### src/rtl/i2c_pkg.sv
// Shared types for the I2C master scheduler slice.
//   cmd_e         : command codes understood by i2c_byte_engine
//   sched_state_e : transaction sequencer states
//   I2C_ADDR_W    : 7-bit target address width
package i2c_pkg;

  localparam int unsigned I2C_ADDR_W = 7;

  typedef enum logic [1:0] {
    CMD_START = 2'd0,
    CMD_WRITE = 2'd1,
    CMD_READ  = 2'd2,
    CMD_STOP  = 2'd3
  } cmd_e;

  typedef enum logic [2:0] {
    ST_IDLE  = 3'd0,
    ST_START = 3'd1,
    ST_ADDR  = 3'd2,
    ST_DATA  = 3'd3,
    ST_STOP  = 3'd4,
    ST_RESP  = 3'd5
  } sched_state_e;

endpackage

### src/rtl/rr_arbiter.sv
// Combinational round-robin arbiter.
//   req       : request vector
//   ptr       : index given first priority (must be < N_REQ)
//   grant     : one-hot grant of the first requester at or after ptr
//   any_grant : at least one request present
module rr_arbiter #(
  parameter  int unsigned N_REQ = 2,
  localparam int unsigned PTR_W = (N_REQ > 1) ? $clog2(N_REQ) : 1
) (
  input  logic [N_REQ-1:0] req,
  input  logic [PTR_W-1:0] ptr,
  output logic [N_REQ-1:0] grant,
  output logic             any_grant
);

  int unsigned idx;
  logic        found;

  always_comb begin
    grant = '0;
    found = 1'b0;
    idx   = 0;
    for (int unsigned i = 0; i < N_REQ; i++) begin
      idx = (32'(ptr) + i) % N_REQ;
      if (!found && req[idx]) begin
        grant[idx] = 1'b1;
        found      = 1'b1;
      end
    end
  end

  assign any_grant = |req;

endmodule

### src/rtl/i2c_master_sched.sv
// Shares one I2C byte engine between N_REQ requesters.
// Round-robin grant, latch the transaction, then sequence the engine through
// START, address WRITE, DATA bytes (WRITE or READ), STOP, and report back.
//   req_*       : per-requester transaction request / accept pulse
//   rsp_*       : completion pulse to owner plus status/data (held until next grant)
//   bus_busy    : another master owns the bus; blocks new grants
//   eng_cmd_*   : command handshake to the byte engine
//   eng_rsp_*   : engine completion with NACK flag / read byte
//   sched_busy  : high whenever a transaction is in flight
module i2c_master_sched
  import i2c_pkg::*;
#(
  parameter  int unsigned N_REQ   = 2,
  parameter  int unsigned MAX_LEN = 4,
  localparam int unsigned LEN_W   = (MAX_LEN > 1) ? $clog2(MAX_LEN) : 1
) (
  input  logic                          clk100,
  input  logic                          reset_n,
  input  logic [N_REQ-1:0]              req_valid,
  output logic [N_REQ-1:0]              req_ready,
  input  logic [N_REQ*I2C_ADDR_W-1:0]   req_addr,
  input  logic [N_REQ-1:0]              req_rw,
  input  logic [N_REQ*LEN_W-1:0]        req_len,
  input  logic [N_REQ*8*MAX_LEN-1:0]    req_wdata,
  output logic [N_REQ-1:0]              rsp_valid,
  output logic                          rsp_nack,
  output logic [LEN_W:0]                rsp_nbytes,
  output logic [8*MAX_LEN-1:0]          rsp_rdata,
  input  logic                          bus_busy,
  output logic                          eng_cmd_valid,
  input  logic                          eng_cmd_ready,
  output logic [1:0]                    eng_cmd,
  output logic [7:0]                    eng_wdata,
  output logic                          eng_ack_out,
  input  logic                          eng_rsp_valid,
  input  logic                          eng_rsp_nack,
  input  logic [7:0]                    eng_rsp_rdata,
  output logic                          sched_busy
);

  localparam int unsigned PTR_W = (N_REQ > 1) ? $clog2(N_REQ) : 1;

  sched_state_e          state_q, state_d;
  logic                  sent_q, sent_d;
  logic [PTR_W-1:0]      ptr_q, ptr_d;
  logic [PTR_W-1:0]      owner_q, owner_d;
  logic [I2C_ADDR_W-1:0] addr_q, addr_d;
  logic                  rw_q, rw_d;
  logic [LEN_W-1:0]      len_q, len_d;
  logic [LEN_W-1:0]      cnt_q, cnt_d;
  logic [8*MAX_LEN-1:0]  wdata_q, wdata_d;
  logic [8*MAX_LEN-1:0]  rdata_q, rdata_d;
  logic                  nack_q, nack_d;
  logic [LEN_W:0]        nbytes_q, nbytes_d;
  logic [N_REQ-1:0]      req_ready_q, req_ready_d;

  logic [N_REQ-1:0]      grant;
  logic                  any_grant;
  logic [PTR_W-1:0]      grant_idx;
  logic                  cmd_state;
  logic                  cmd_done;
  cmd_e                  cmd;

  rr_arbiter #(.N_REQ(N_REQ)) u_arb (
    .req       (req_valid),
    .ptr       (ptr_q),
    .grant     (grant),
    .any_grant (any_grant)
  );

  always_comb begin
    grant_idx = '0;
    for (int unsigned i = 0; i < N_REQ; i++) begin
      if (grant[i]) grant_idx = PTR_W'(i);
    end
  end

  // sent_q splits each command state into "offering command" and
  // "waiting for engine response"; responses are only honoured in the latter.
  assign cmd_state     = (state_q == ST_START) || (state_q == ST_ADDR) ||
                         (state_q == ST_DATA)  || (state_q == ST_STOP);
  assign eng_cmd_valid = cmd_state && !sent_q;
  assign cmd_done      = cmd_state && sent_q && eng_rsp_valid;

  always_comb begin
    cmd         = CMD_START;
    eng_wdata   = '0;
    eng_ack_out = 1'b0;
    if (eng_cmd_valid) begin
      case (state_q)
        ST_START: cmd = CMD_START;
        ST_ADDR: begin
          cmd       = CMD_WRITE;
          eng_wdata = {addr_q, rw_q};
        end
        ST_DATA: begin
          if (rw_q) begin
            cmd         = CMD_READ;
            eng_ack_out = (cnt_q != len_q);
          end else begin
            cmd       = CMD_WRITE;
            eng_wdata = wdata_q[cnt_q*8 +: 8];
          end
        end
        ST_STOP: cmd = CMD_STOP;
        default: cmd = CMD_START;
      endcase
    end
  end

  assign eng_cmd    = cmd;
  assign req_ready  = req_ready_q;
  assign rsp_valid  = (state_q == ST_RESP) ? (N_REQ'(1) << owner_q) : '0;
  assign rsp_nack   = nack_q;
  assign rsp_nbytes = nbytes_q;
  assign rsp_rdata  = rdata_q;
  assign sched_busy = (state_q != ST_IDLE);

  always_comb begin
    state_d     = state_q;
    sent_d      = sent_q;
    ptr_d       = ptr_q;
    owner_d     = owner_q;
    addr_d      = addr_q;
    rw_d        = rw_q;
    len_d       = len_q;
    cnt_d       = cnt_q;
    wdata_d     = wdata_q;
    rdata_d     = rdata_q;
    nack_d      = nack_q;
    nbytes_d    = nbytes_q;
    req_ready_d = '0;

    if (eng_cmd_valid && eng_cmd_ready) sent_d = 1'b1;
    if (cmd_done)                       sent_d = 1'b0;

    case (state_q)
      ST_IDLE: begin
        if (any_grant && !bus_busy) begin
          owner_d     = grant_idx;
          ptr_d       = (grant_idx == PTR_W'(N_REQ-1)) ? '0 : grant_idx + 1'b1;
          addr_d      = req_addr[grant_idx*I2C_ADDR_W +: I2C_ADDR_W];
          rw_d        = req_rw[grant_idx];
          len_d       = req_len[grant_idx*LEN_W +: LEN_W];
          wdata_d     = req_wdata[grant_idx*8*MAX_LEN +: 8*MAX_LEN];
          nack_d      = 1'b0;
          nbytes_d    = '0;
          rdata_d     = '0;
          cnt_d       = '0;
          sent_d      = 1'b0;
          req_ready_d = grant;
          state_d     = ST_START;
        end
      end
      ST_START: if (cmd_done) state_d = ST_ADDR;
      ST_ADDR: begin
        if (cmd_done) begin
          if (eng_rsp_nack) begin
            nack_d  = 1'b1;
            state_d = ST_STOP;
          end else begin
            cnt_d   = '0;
            state_d = ST_DATA;
          end
        end
      end
      ST_DATA: begin
        if (cmd_done) begin
          if (!rw_q && eng_rsp_nack) begin
            nack_d  = 1'b1;
            state_d = ST_STOP;
          end else begin
            nbytes_d = nbytes_q + 1'b1;
            if (rw_q) rdata_d[cnt_q*8 +: 8] = eng_rsp_rdata;
            if (cnt_q == len_q) state_d = ST_STOP;
            else                cnt_d   = cnt_q + 1'b1;
          end
        end
      end
      ST_STOP: if (cmd_done) state_d = ST_RESP;
      ST_RESP: state_d = ST_IDLE;
      default: state_d = ST_IDLE;
    endcase
  end

  always_ff @(posedge clk100) begin
    if (!reset_n) begin
      state_q     <= ST_IDLE;
      sent_q      <= 1'b0;
      ptr_q       <= '0;
      owner_q     <= '0;
      addr_q      <= '0;
      rw_q        <= 1'b0;
      len_q       <= '0;
      cnt_q       <= '0;
      wdata_q     <= '0;
      rdata_q     <= '0;
      nack_q      <= 1'b0;
      nbytes_q    <= '0;
      req_ready_q <= '0;
    end else begin
      state_q     <= state_d;
      sent_q      <= sent_d;
      ptr_q       <= ptr_d;
      owner_q     <= owner_d;
      addr_q      <= addr_d;
      rw_q        <= rw_d;
      len_q       <= len_d;
      cnt_q       <= cnt_d;
      wdata_q     <= wdata_d;
      rdata_q     <= rdata_d;
      nack_q      <= nack_d;
      nbytes_q    <= nbytes_d;
      req_ready_q <= req_ready_d;
    end
  end

endmodule

### config.mk
export PLATFORM = sky130hd
export DESIGN_NAME = i2c_master_sched
export DESIGN_NICKNAME = d
export VERILOG_FILES = /design/src/rtl/i2c_pkg.sv /design/src/rtl/rr_arbiter.sv /design/src/rtl/i2c_master_sched.sv
export SDC_FILE = /design/constraint.sdc
export NUM_CORES = 1
export LEC_CHECK = 0
export CAP_MARGIN = 20
export CORE_MARGIN = 4
export CORE_UTILIZATION = 46
export CTS_CLUSTER_SIZE = 12
export DETAILED_ROUTE_END_ITERATION = 10
export PLACE_DENSITY = 0.79
export SLEW_MARGIN = 0
export SYNTH_ARGS = -nofsm -noshare
export SYNTH_HDL_FRONTEND = slang
export SYNTH_SLANG_ARGS = --single-unit
### constraint.sdc
create_clock -name clk100 -period 2.2 [get_ports clk100]
set_clock_uncertainty 0.1 [all_clocks]
set_input_delay 0.55 -clock clk100 [delete_from_list [all_inputs] [get_ports clk100]]
set_output_delay 0.55 -clock clk100 [all_outputs]
set_load 0.02 [all_outputs]
==> run_results.csv, run 1 <==
group,metric,value,unit
global_route,grt_max_degree,65,
clock_network,cts-root-buf,"clkbuf_8",
setup_path,critical_path_arrival,1.75,ns
synthesis,synth-main-ff-cell,"dfxtp_1",
drt,wire_per_inst,16.3,um
setup_path,end_kind,"output port",
floorplan,io_pins,153,
layout,fin_util,72.2,%
layout,final_common_cell,"clkdlybuf4s50_1",
pwr,p_per_area,690,mW/mm2
synthesis,synth_enable_flop_cells,0,
pwr,p_total,4.62,mW
outcome,violations,"setup timing",
drt,num_vias,4198,
timing,rsz0062_at_grt,"yes",
synthesis,yosysSeqAreaShare,39.9,%
clock_network,htreeDepth,3,
pwr,peakVddDrop,317,uV
synthesis,syn_area,0.00441,mm2
drt,route.detailed.drc,0,
timing,slew_headroom,73.4,%
synthesis,synth-seq-cells,88,
setup_path,critPathLaunchType,"flop",
drt,ant_nets,0,
floorplan,die-area,0.0112,mm2
floorplan,die_y,106,um
global_route,grt_pass1_vias,4143,
synthesis,ys_warn_count,0,
timing,fin_ws,-0.195,ns
synthesis,netlist_instances,480,
setup_path,startpoint,"cnt_q[0]",
synthesis,ys_async_sr_fraction,0,%
layout,area_delta_synth_final,51.9,%
layout,nets,757,
placed_design,dpl.hpwl,9820,um
layout,num-fill-cells,703,
global_route,grt_pass1_wl,20100,um
job,max-cap-violations,0,
layout,diodes,0,
global_route,grt_overflow_total,0,
layout,drive_gt1_share,17.7,%
timing,worstMarginPinSlew,0.398,ns
setup_path,critPathKind,"flop to output port",
floorplan,num_rows,35,
timing,drv_slew,0,
global_route,grt.total_usage,22.2,%
drt,wl,12800,um
clock_network,clkTransAtPathRegs,0.10,ns
timing,hold_viol_final,0,
clock_network,post_cts_buffers,0,
drt,drt_iter0_drc,167,
synthesis,syn-num-nets,585,
clock_network,cts-buffers-inserted,9,
clock_network,clock-sinks,88,
setup_path,timing.rr.start,"cnt_q[0]",
floorplan,coreArea,0.00928,mm2
floorplan,chipWidth,106,um
layout,regArea,0.00177,mm2
timing,fin_crit_sh,109,%
setup_path,worstReg2RegEnd,"rsp_rdata[25]",
drt,dr.pass1.iters,5,
clock_network,cts_tree,"yes",
synthesis,synth.avg_cell_area,9.19,um2
synthesis,yosysTopAreaCell,"dfxtp_1",
setup_path,worstSetupEndpoint,"eng_wdata[3]",
global_route,antenna_found_initial,0,
drt,viasPerCell,5.34,
timing,min_period,2.40,ns
setup_path,required,1.55,ns
synthesis,synth.area.top_cells,"dfxtp_1, mux2i_1, a211oi_1",
clock_network,clkLatencyLatePin,0.35,ns
clock_network,cts_buffer_depth,2,
timing,finalSetupViolCount,8,
placed_design,io_buffers,152,
synthesis,synth_top_area_share,39.9,%
layout,multiInputGateArea,0.00255,mm2
layout,final_area,0.00670,mm2
synthesis,ys_types,45,
placed_design,dpl-instance-area,0.00646,mm2
placed_design,place_congestion,0.874,
setup_path,rr_worst_depth,7,
setup_path,cp_max_fo,5,
setup_path,r2r_slack,0.21,ns
clock_network,postCtsHoldBufs,0,
hold_path,worstHoldPathType,"flop to flop",
outcome,status,"finished, violations left",
floorplan,initial_core_util,47.5,%
timing,fmax,0.418,GHz
pwr,leakage,2.75,nW
layout,final_cell_mix,"clkdlybuf4s50_1, dfxtp_1, mux2i_1",
power breakdown:
| group | internal [mW] | switching [mW] | leakage (nW) | total [mW] |
|---|---|---|---|---|
| Sequential | 1.77 | 0.126 | 0.720 | 1.89 |
| Clock | 0.563 | 0.608 | 0.107 | 1.17 |
| Combinational | 0.812 | 0.749 | 1.92 | 1.56 |
through the flow:
stage / worst slack, ns / TNS [ns] / cells / hold slack, ns
after detailed placement: -0.308 / -2.42 / 770 / 0.354
after global placement: -0.251 / -1.95 / 770 / 0.346
after global routing: -0.262 / -1.83 / 786 / 0.389
final: -0.195 / -1.33 / 786 / 0.363
after CTS: -0.196 / -1.41 / 786 / 0.367
after floorplan: 0.0191 / 0 / 480 / 0.375
layer usage:
layer	vias to the layer above	track usage [%]	share of wire [%]
li1	2076	-	-
met1	1958	26.8	40
met2	141	39.2	52
met3	23	4.07	5.9
met4	0	8.51	2.1
met5	-	0	0
synth_stat cells (2+ instances only):
library cell	count
a211oi_1	43
a21o_1	4
a21oi_1	5
a22oi_1	9
and2_1	3
and3_1	3
buf_1	4
buf_2	15
clkbuf_1	21
dfxtp_1	88
ha_1	5
inv_1	4
mux2i_1	78
mux4_2	8
nand2_1	47
nand2b_1	2
nand3_1	38
nand3b_1	5
nand4_1	2
nor2_1	57
nor2b_1	3
nor3_1	4
nor4_2	3
o211ai_1	2
o21ai_0	5
xor2_1	3
how the worst min path moves through the flow:
stage          slack, ns     startpoint            end  cells after the start
4_1_cts             0.37  rsp_rdata[12]  rsp_rdata[12]                      2
3_3_place_gp        0.35  rsp_rdata[14]  rsp_rdata[14]                      2
5_1_grt             0.39  rsp_rdata[12]  rsp_rdata[12]                      2
6_report            0.36  rsp_rdata[12]  rsp_rdata[12]                      2
2_1_floorplan       0.38    wdata_q[16]    wdata_q[16]                      2
3_5_place_dp        0.35  rsp_rdata[12]  rsp_rdata[12]                      2
registers in the layout, indices dropped and copies added, names as in the netlist, 2 cells and up:
name and count:
rsp_rdata 32, addr_q 7, state_q 3, len_q 2, wdata_q 32, cnt_q 2, req_ready 2, rsp_nbytes 3
area by class of cell:
cell class              count  area share (%)
inverters                   5           0.280
repair buffers            201            29.8
clock inverters             6           0.989
clock buffers              10            2.05
well taps                 129            2.41
multi-input cells         347            38.1
flip-flops and latches     88            26.4
cells by family after synthesis:
group | count (synthesis) | synth area share, %
and+or+nand+nor | 174 | 18.5
adders and majority gates | 5 | 1.42
xor gates and xnor gates | 4 | 0.794
buffers and inverters | 45 | 4.25
AOI/OAI and AO/OA | 78 | 13.3
DFF | 88 | 39.9
muxes | 86 | 21.8
what timing repair did:
| item | 4_1_cts | 5_1_grt |
|---|---|---|
| endpoints found under the hold margin | 0 | 0 |
| resized for setup | 73 | 17 |
| pin swaps | 6 | 2 |
| setup endpoints to repair | 15 | 13 |
| cloned | 0 | 0 |
critical path: stages, from the launching register on:
cell     delay, ns
dfxtp_4       0.39
buf_12        0.12
mux4_2        0.51
a22oi_2       0.14
nor2_1        0.07
buf_4         0.16
Note: power is estimated with default switching activity, not from simulation.
==> run 2: changes to the inputs <==
--- a/config.mk
+++ b/config.mk
@@ -7,10 +7,10 @@
 export LEC_CHECK = 0
 export CAP_MARGIN = 20
 export CORE_MARGIN = 4
-export CORE_UTILIZATION = 46
+export CORE_UTILIZATION = 30
 export CTS_CLUSTER_SIZE = 12
 export DETAILED_ROUTE_END_ITERATION = 10
-export PLACE_DENSITY = 0.79
+export PLACE_DENSITY = 0.55
 export SLEW_MARGIN = 0
 export SYNTH_ARGS = -nofsm -noshare
 export SYNTH_HDL_FRONTEND = slang
==> run 2 against run 1 <==
Net effect: largest power group unchanged; die area rose by 49%; critical path depth did not move; final area rose by 3.5%; the run still ends with setup timing left; worst setup slack improved by 0.051 ns; non-clock buffer count rose by 6; critical endpoint is now eng_wdata[4]; hold slack got worse by 0.0030 ns.
==> run_results.csv, run 2 (synthesis results as in run 1) <==
group,metric,value,unit
drt,viasPerCell,4.88,
timing,rsz0062_at_grt,"yes",
layout,final_common_cell,"clkdlybuf4s50_1",
clock_network,cts-root-buf,"clkbuf_16",
floorplan,die-area,0.0167,mm2
floorplan,die_y,129,um
placed_design,dp.cells,830,
timing,fmax,0.427,GHz
layout,final_cell_mix,"clkdlybuf4s50_1, dfxtp_1, mux2i_1",
placed_design,dpl.hpwl,10900,um
setup_path,slowest_delay,0.51,ns
floorplan,io_pins,153,
setup_path,crit_family,"multiplexers",
global_route,antenna_found_initial,0,
clock_network,cts_buffer_depth,2,
layout,layoutNonFillerInstCount,847,
layout,final_area,0.00694,mm2
drt,ant_nets,0,
setup_path,cp_slowest_cell,"mux4_2",
drt,drt_iter0_drc,208,
placed_design,place_ws,-0.209,ns
placed_design,io_buffers,152,
timing,tns,-0.995,ns
clock_network,cts_tree,"yes",
global_route,grt_max_degree,65,
setup_path,end_kind,"output port",
timing,min_period,2.34,ns
pwr,p_per_area,756,mW/mm2
pwr,leakage,2.83,nW
timing,hold_viol_final,0,
timing,worstMarginPinSlew,0.369,ns
timing,fin_crit_sh,107,%
global_route,grt.total_usage,16.4,%
setup_path,r2r_slack,0.15,ns
clock_network,clock-sinks,88,
outcome,violations,"setup timing",
global_route,grt_pass1_wl,21400,um
job,max-cap-violations,0,
timing,fin_hold_ws,0.360,ns
clock_network,cts-buffers-inserted,9,
drt,wl,13600,um
pwr,p_total,5.24,mW
floorplan,initial_core_util,30.5,%
placed_design,dpl-instance-area,0.00652,mm2
clock_network,htreeDepth,3,
drt,wire_per_inst,16.1,um
setup_path,cp_max_fo,5,
layout,area_delta_synth_final,57.2,%
hold_path,worstHoldPathType,"flop to flop",
clock_network,clkTransAtPathRegs,0.07,ns
drt,num_vias,4130,
setup_path,required,1.55,ns
placed_design,place_congestion,0.870,
pwr,peakVddDrop,467,uV
layout,regArea,0.00177,mm2
setup_path,critPathKind,"flop to output port",
layout,nets,763,
layout,drive_gt1_share,18.1,%
drt,route.detailed.drc,0,
layout,multiInputGateArea,0.00256,mm2
timing,fin_ws,-0.145,ns
layout,diodes,0,
clock_network,clkLatencyLatePin,0.34,ns
timing,slew_headroom,75.3,%
setup_path,rr_worst_depth,7,
floorplan,chipWidth,129,um
hold_path,worstHoldPathCells,2,
drt,dr.pass1.iters,4,
setup_path,path_depth,5,
setup_path,critPathLaunchType,"flop",
floorplan,num_rows,44,
layout,fin_util,47.9,%
timing,finalSetupViolCount,8,
setup_path,critical_path_arrival,1.69,ns
global_route,grt_overflow_total,0,
global_route,grt_pass1_vias,4203,
timing,drv_slew,0,
layout,num-fill-cells,1389,
outcome,status,"finished, violations left",
setup_path,cp_cell_sequence,"buf_12 > mux4_2 > a22oi_2 > nor2_1 > buf_4",
floorplan,coreArea,0.0145,mm2
setup_path,worst-path-buf-inv,2,
-- run 2: changes by cell type in the layout (fill, tap and decap cells not counted), moves of 2 or more --
cell / before / now
buf_6: 2 / 0
bufinv_16: 1 / 3
clkinv_2: 2 / 0
buf_4: 44 / 54
clkbuf_16: 0 / 10
clkbuf_8: 10 / 1
buf_12: 12 / 8
-- run 2: per-layer routing --
metal	share of wire [%]	wire, um	up-vias	GRT usage (%)
met2	51	7010	138	30.0
met4	2.6	361	0	6.42
met1	40	5420	1876	18.9
met3	6.2	840	17	3.01
met5	0	0	-	0
li1	-	-	2099	-
-- run 2: timing repair --
item                                   in CTS  in global routing
cloned                                      0                  1
hold buffers                                0                  0
pin swaps                                   0                 14
gates resized for setup                    63                 20
setup endpoints to repair                  15                 14
endpoints found under the hold margin       0                  0
buffers inserted                            0                  0
-- run 2: worst reg2reg max path, cell delays in order, from the launching register on --
cell and delay, ns:
dfxtp_1 0.32, buf_4 0.17, or3_4 0.40, buf_4 0.16, or2_1 0.23, buf_4 0.18, a2111oi_4 0.29, a31o_2 0.14
-- run 2: report_power, final --
part           switching [mW]  internal [mW]  leakage [nW]
clock network           0.645           1.15         0.169
registers               0.158           1.77         0.720
logic                   0.728          0.796          1.94
-- run 2: final timing paths --
check / startpoint / to
worst max-delay path: cnt_q[0] / eng_wdata[4]
worst min-delay path: rsp_rdata[2] / rsp_rdata[2]
worst max register to register: state_q[2] / ptr_q
worst min register to register: rsp_rdata[2] / rsp_rdata[2]
-- run 2: layout make-up --
type,count,share of cell area (%)
flip-flops and latches,88,25.5
well taps,184,3.32
clock buffers,10,3.45
multi-input cells,347,36.9
repair buffers,207,29.0
clock inverters,6,1.66
inverters,5,0.271
==> run 3: changes to the inputs <==
--- a/config.mk
+++ b/config.mk
@@ -6,7 +6,6 @@
 export NUM_CORES = 1
 export LEC_CHECK = 0
 export CAP_MARGIN = 20
-export CORE_MARGIN = 4
 export CORE_UTILIZATION = 30
 export CTS_CLUSTER_SIZE = 12
 export DETAILED_ROUTE_END_ITERATION = 10
==> run 3 against run 2 <==
Net effect: register-to-register slack improved by 0.05 ns; clock power decreased by 18%; routed wire length decreased by 5.6%; utilization increased by 0.65 points; worst setup slack improved by 0.018 ns; global-route usage increased by 1.1 points; maximum frequency increased by 0.79%; the flow still finishes with violations (setup timing); critical path depth unchanged; cell count decreased by 0.35%; largest cell class unchanged; hold slack improved by 0.0013 ns; via count about the same.
==> run_results.csv, run 3 (synthesis results as in run 1) <==
group,metric,value,unit
global_route,grt_overflow_total,0,
global_route,grt_pass1_vias,4165,
placed_design,place_ws,-0.225,ns
floorplan,die-area,0.0152,mm2
setup_path,end_kind,"output port",
placed_design,io_buffers,152,
clock_network,cts_tree,"yes",
floorplan,initial_core_util,31.3,%
timing,fin_crit_sh,106,%
drt,wl_met1,5570,um
drt,viasPerCell,4.89,
floorplan,die_y,123,um
setup_path,slowest_delay,0.53,ns
drt,wl_met2,6520,um
setup_path,cp_cell_sequence,"buf_6 > mux4_2 > a22oi_2 > nor2_1 > buf_4",
global_route,antenna_found_initial,0,
pwr,leakage,2.78,nW
global_route,grt_pass1_wl,20500,um
floorplan,num_rows,43,
layout,nets,764,
setup_path,required,1.55,ns
timing,fin_ws,-0.126,ns
layout,final_common_cell,"clkdlybuf4s50_1",
outcome,status,"finished, violations left",
drt,routed-wl-met3,606,um
setup_path,cp_slowest_cell,"mux4_2",
setup_path,critPathLaunchType,"flop",
clock_network,clkTransAtPathRegs,0.07,ns
layout,diodes,0,
pwr,peakVddDrop,353,uV
drt,top_layer_used,"met4",
outcome,violations,"setup timing",
job,max-cap-violations,0,
timing,hold_viol_final,0,
drt,ant_nets,0,
hold_path,worstHoldPathType,"flop to flop",
timing,fmax,0.430,GHz
clock_network,cts-root-buf,"clkbuf_16",
drt,drt_iter0_drc,200,
timing,min_period,2.33,ns
clock_network,cts_buffer_depth,2,
floorplan,io_pins,153,
timing,worstMarginPinSlew,0.540,ns
clock_network,clkLatencyLatePin,0.33,ns
floorplan,coreArea,0.0141,mm2
clock_network,clock-sinks,88,
setup_path,critPathKind,"flop to output port",
drt,wl,12900,um
timing,tns,-0.816,ns
setup_path,cp_max_fo,5,
timing,finalSetupViolCount,8,
clock_network,htreeDepth,3,
timing,drv_slew,0,
layout,area_delta_synth_final,55.1,%
drt,route.detailed.drc,0,
layout,final_cell_mix,"clkdlybuf4s50_1, dfxtp_1, mux2i_1",
timing,slew_headroom,63.9,%
clock_network,cts-buffers-inserted,9,
global_route,grt.total_usage,17.5,%
floorplan,chipWidth,123,um
layout,drive_gt1_share,18.2,%
drt,wire_per_inst,15.2,um
placed_design,dpl.hpwl,9690,um
drt,dr.pass1.iters,4,
clock_network,postCtsHoldBufs,0,
timing,fin_hold_ws,0.362,ns
placed_design,place_congestion,0.827,
global_route,grt_max_degree,85,
drt,num_vias,4129,
pwr,p_per_area,716,mW/mm2
setup_path,critical_path_arrival,1.68,ns
timing,rsz0062_at_grt,"yes",
run 3: final cells by class:
cell class	count	area, um2
clock buffer	11	243
clock inverter	5	40.0
fill	1347	7250
inverter	5	18.8
multi-input combinational	347	2550
sequential	88	1770
tap	180	225
timing repair buffer	208	2000
run 3: routing by layer:
layer	up-vias	global-route usage, %
met5	-	0
met4	0	5.27
met3	14	3.09
met2	113	32.1
met1	1909	20.7
li1	2093	-
run 3: path summary, 6_finish.rpt:
path	to	cells past startpoint	start	slack (ns)
max	eng_wdata[1]	5	cnt_q[0]	-0.13
min	rsp_rdata[18]	2	rsp_rdata[18]	0.36
max reg2reg	rsp_rdata[24]	9	cnt_q[0]	0.20
min reg2reg	rsp_rdata[18]	2	rsp_rdata[18]	0.36
run 3: report_power, final:
part / switching (mW) / internal (mW) / total [mW]
clock network: 0.661 / 0.804 / 1.46
registers: 0.118 / 1.77 / 1.89
logic: 0.753 / 0.796 / 1.55
run 3: worst max-delay path: cells and delay by family (launching register included):
kind                   cells  cell delay, ns
multiplexers               1            0.53
AND/OR/NAND/NOR            1            0.06
flip-flops                 1            0.34
AO/OA/AOI/OAI              1            0.13
buffers and inverters      2            0.28
run 3: timing repair:
item	in CTS	in global routing
setup buffers	2	0
endpoints found under the setup margin	15	39
pin swaps	7	0
gates cloned	0	0
resized for setup	67	18
run 3: through the flow:
stage	utilization (%)	total power [mW]	std cells	cell area, um2
final	48.6	4.90	844	6850
after global routing	48.6	5.16	844	6850
after CTS	48.4	4.92	844	6830
after detailed placement	46.3	3.44	826	6530
after global placement	46.3	3.42	826	6530
after floorplan	-	2.74	480	4420
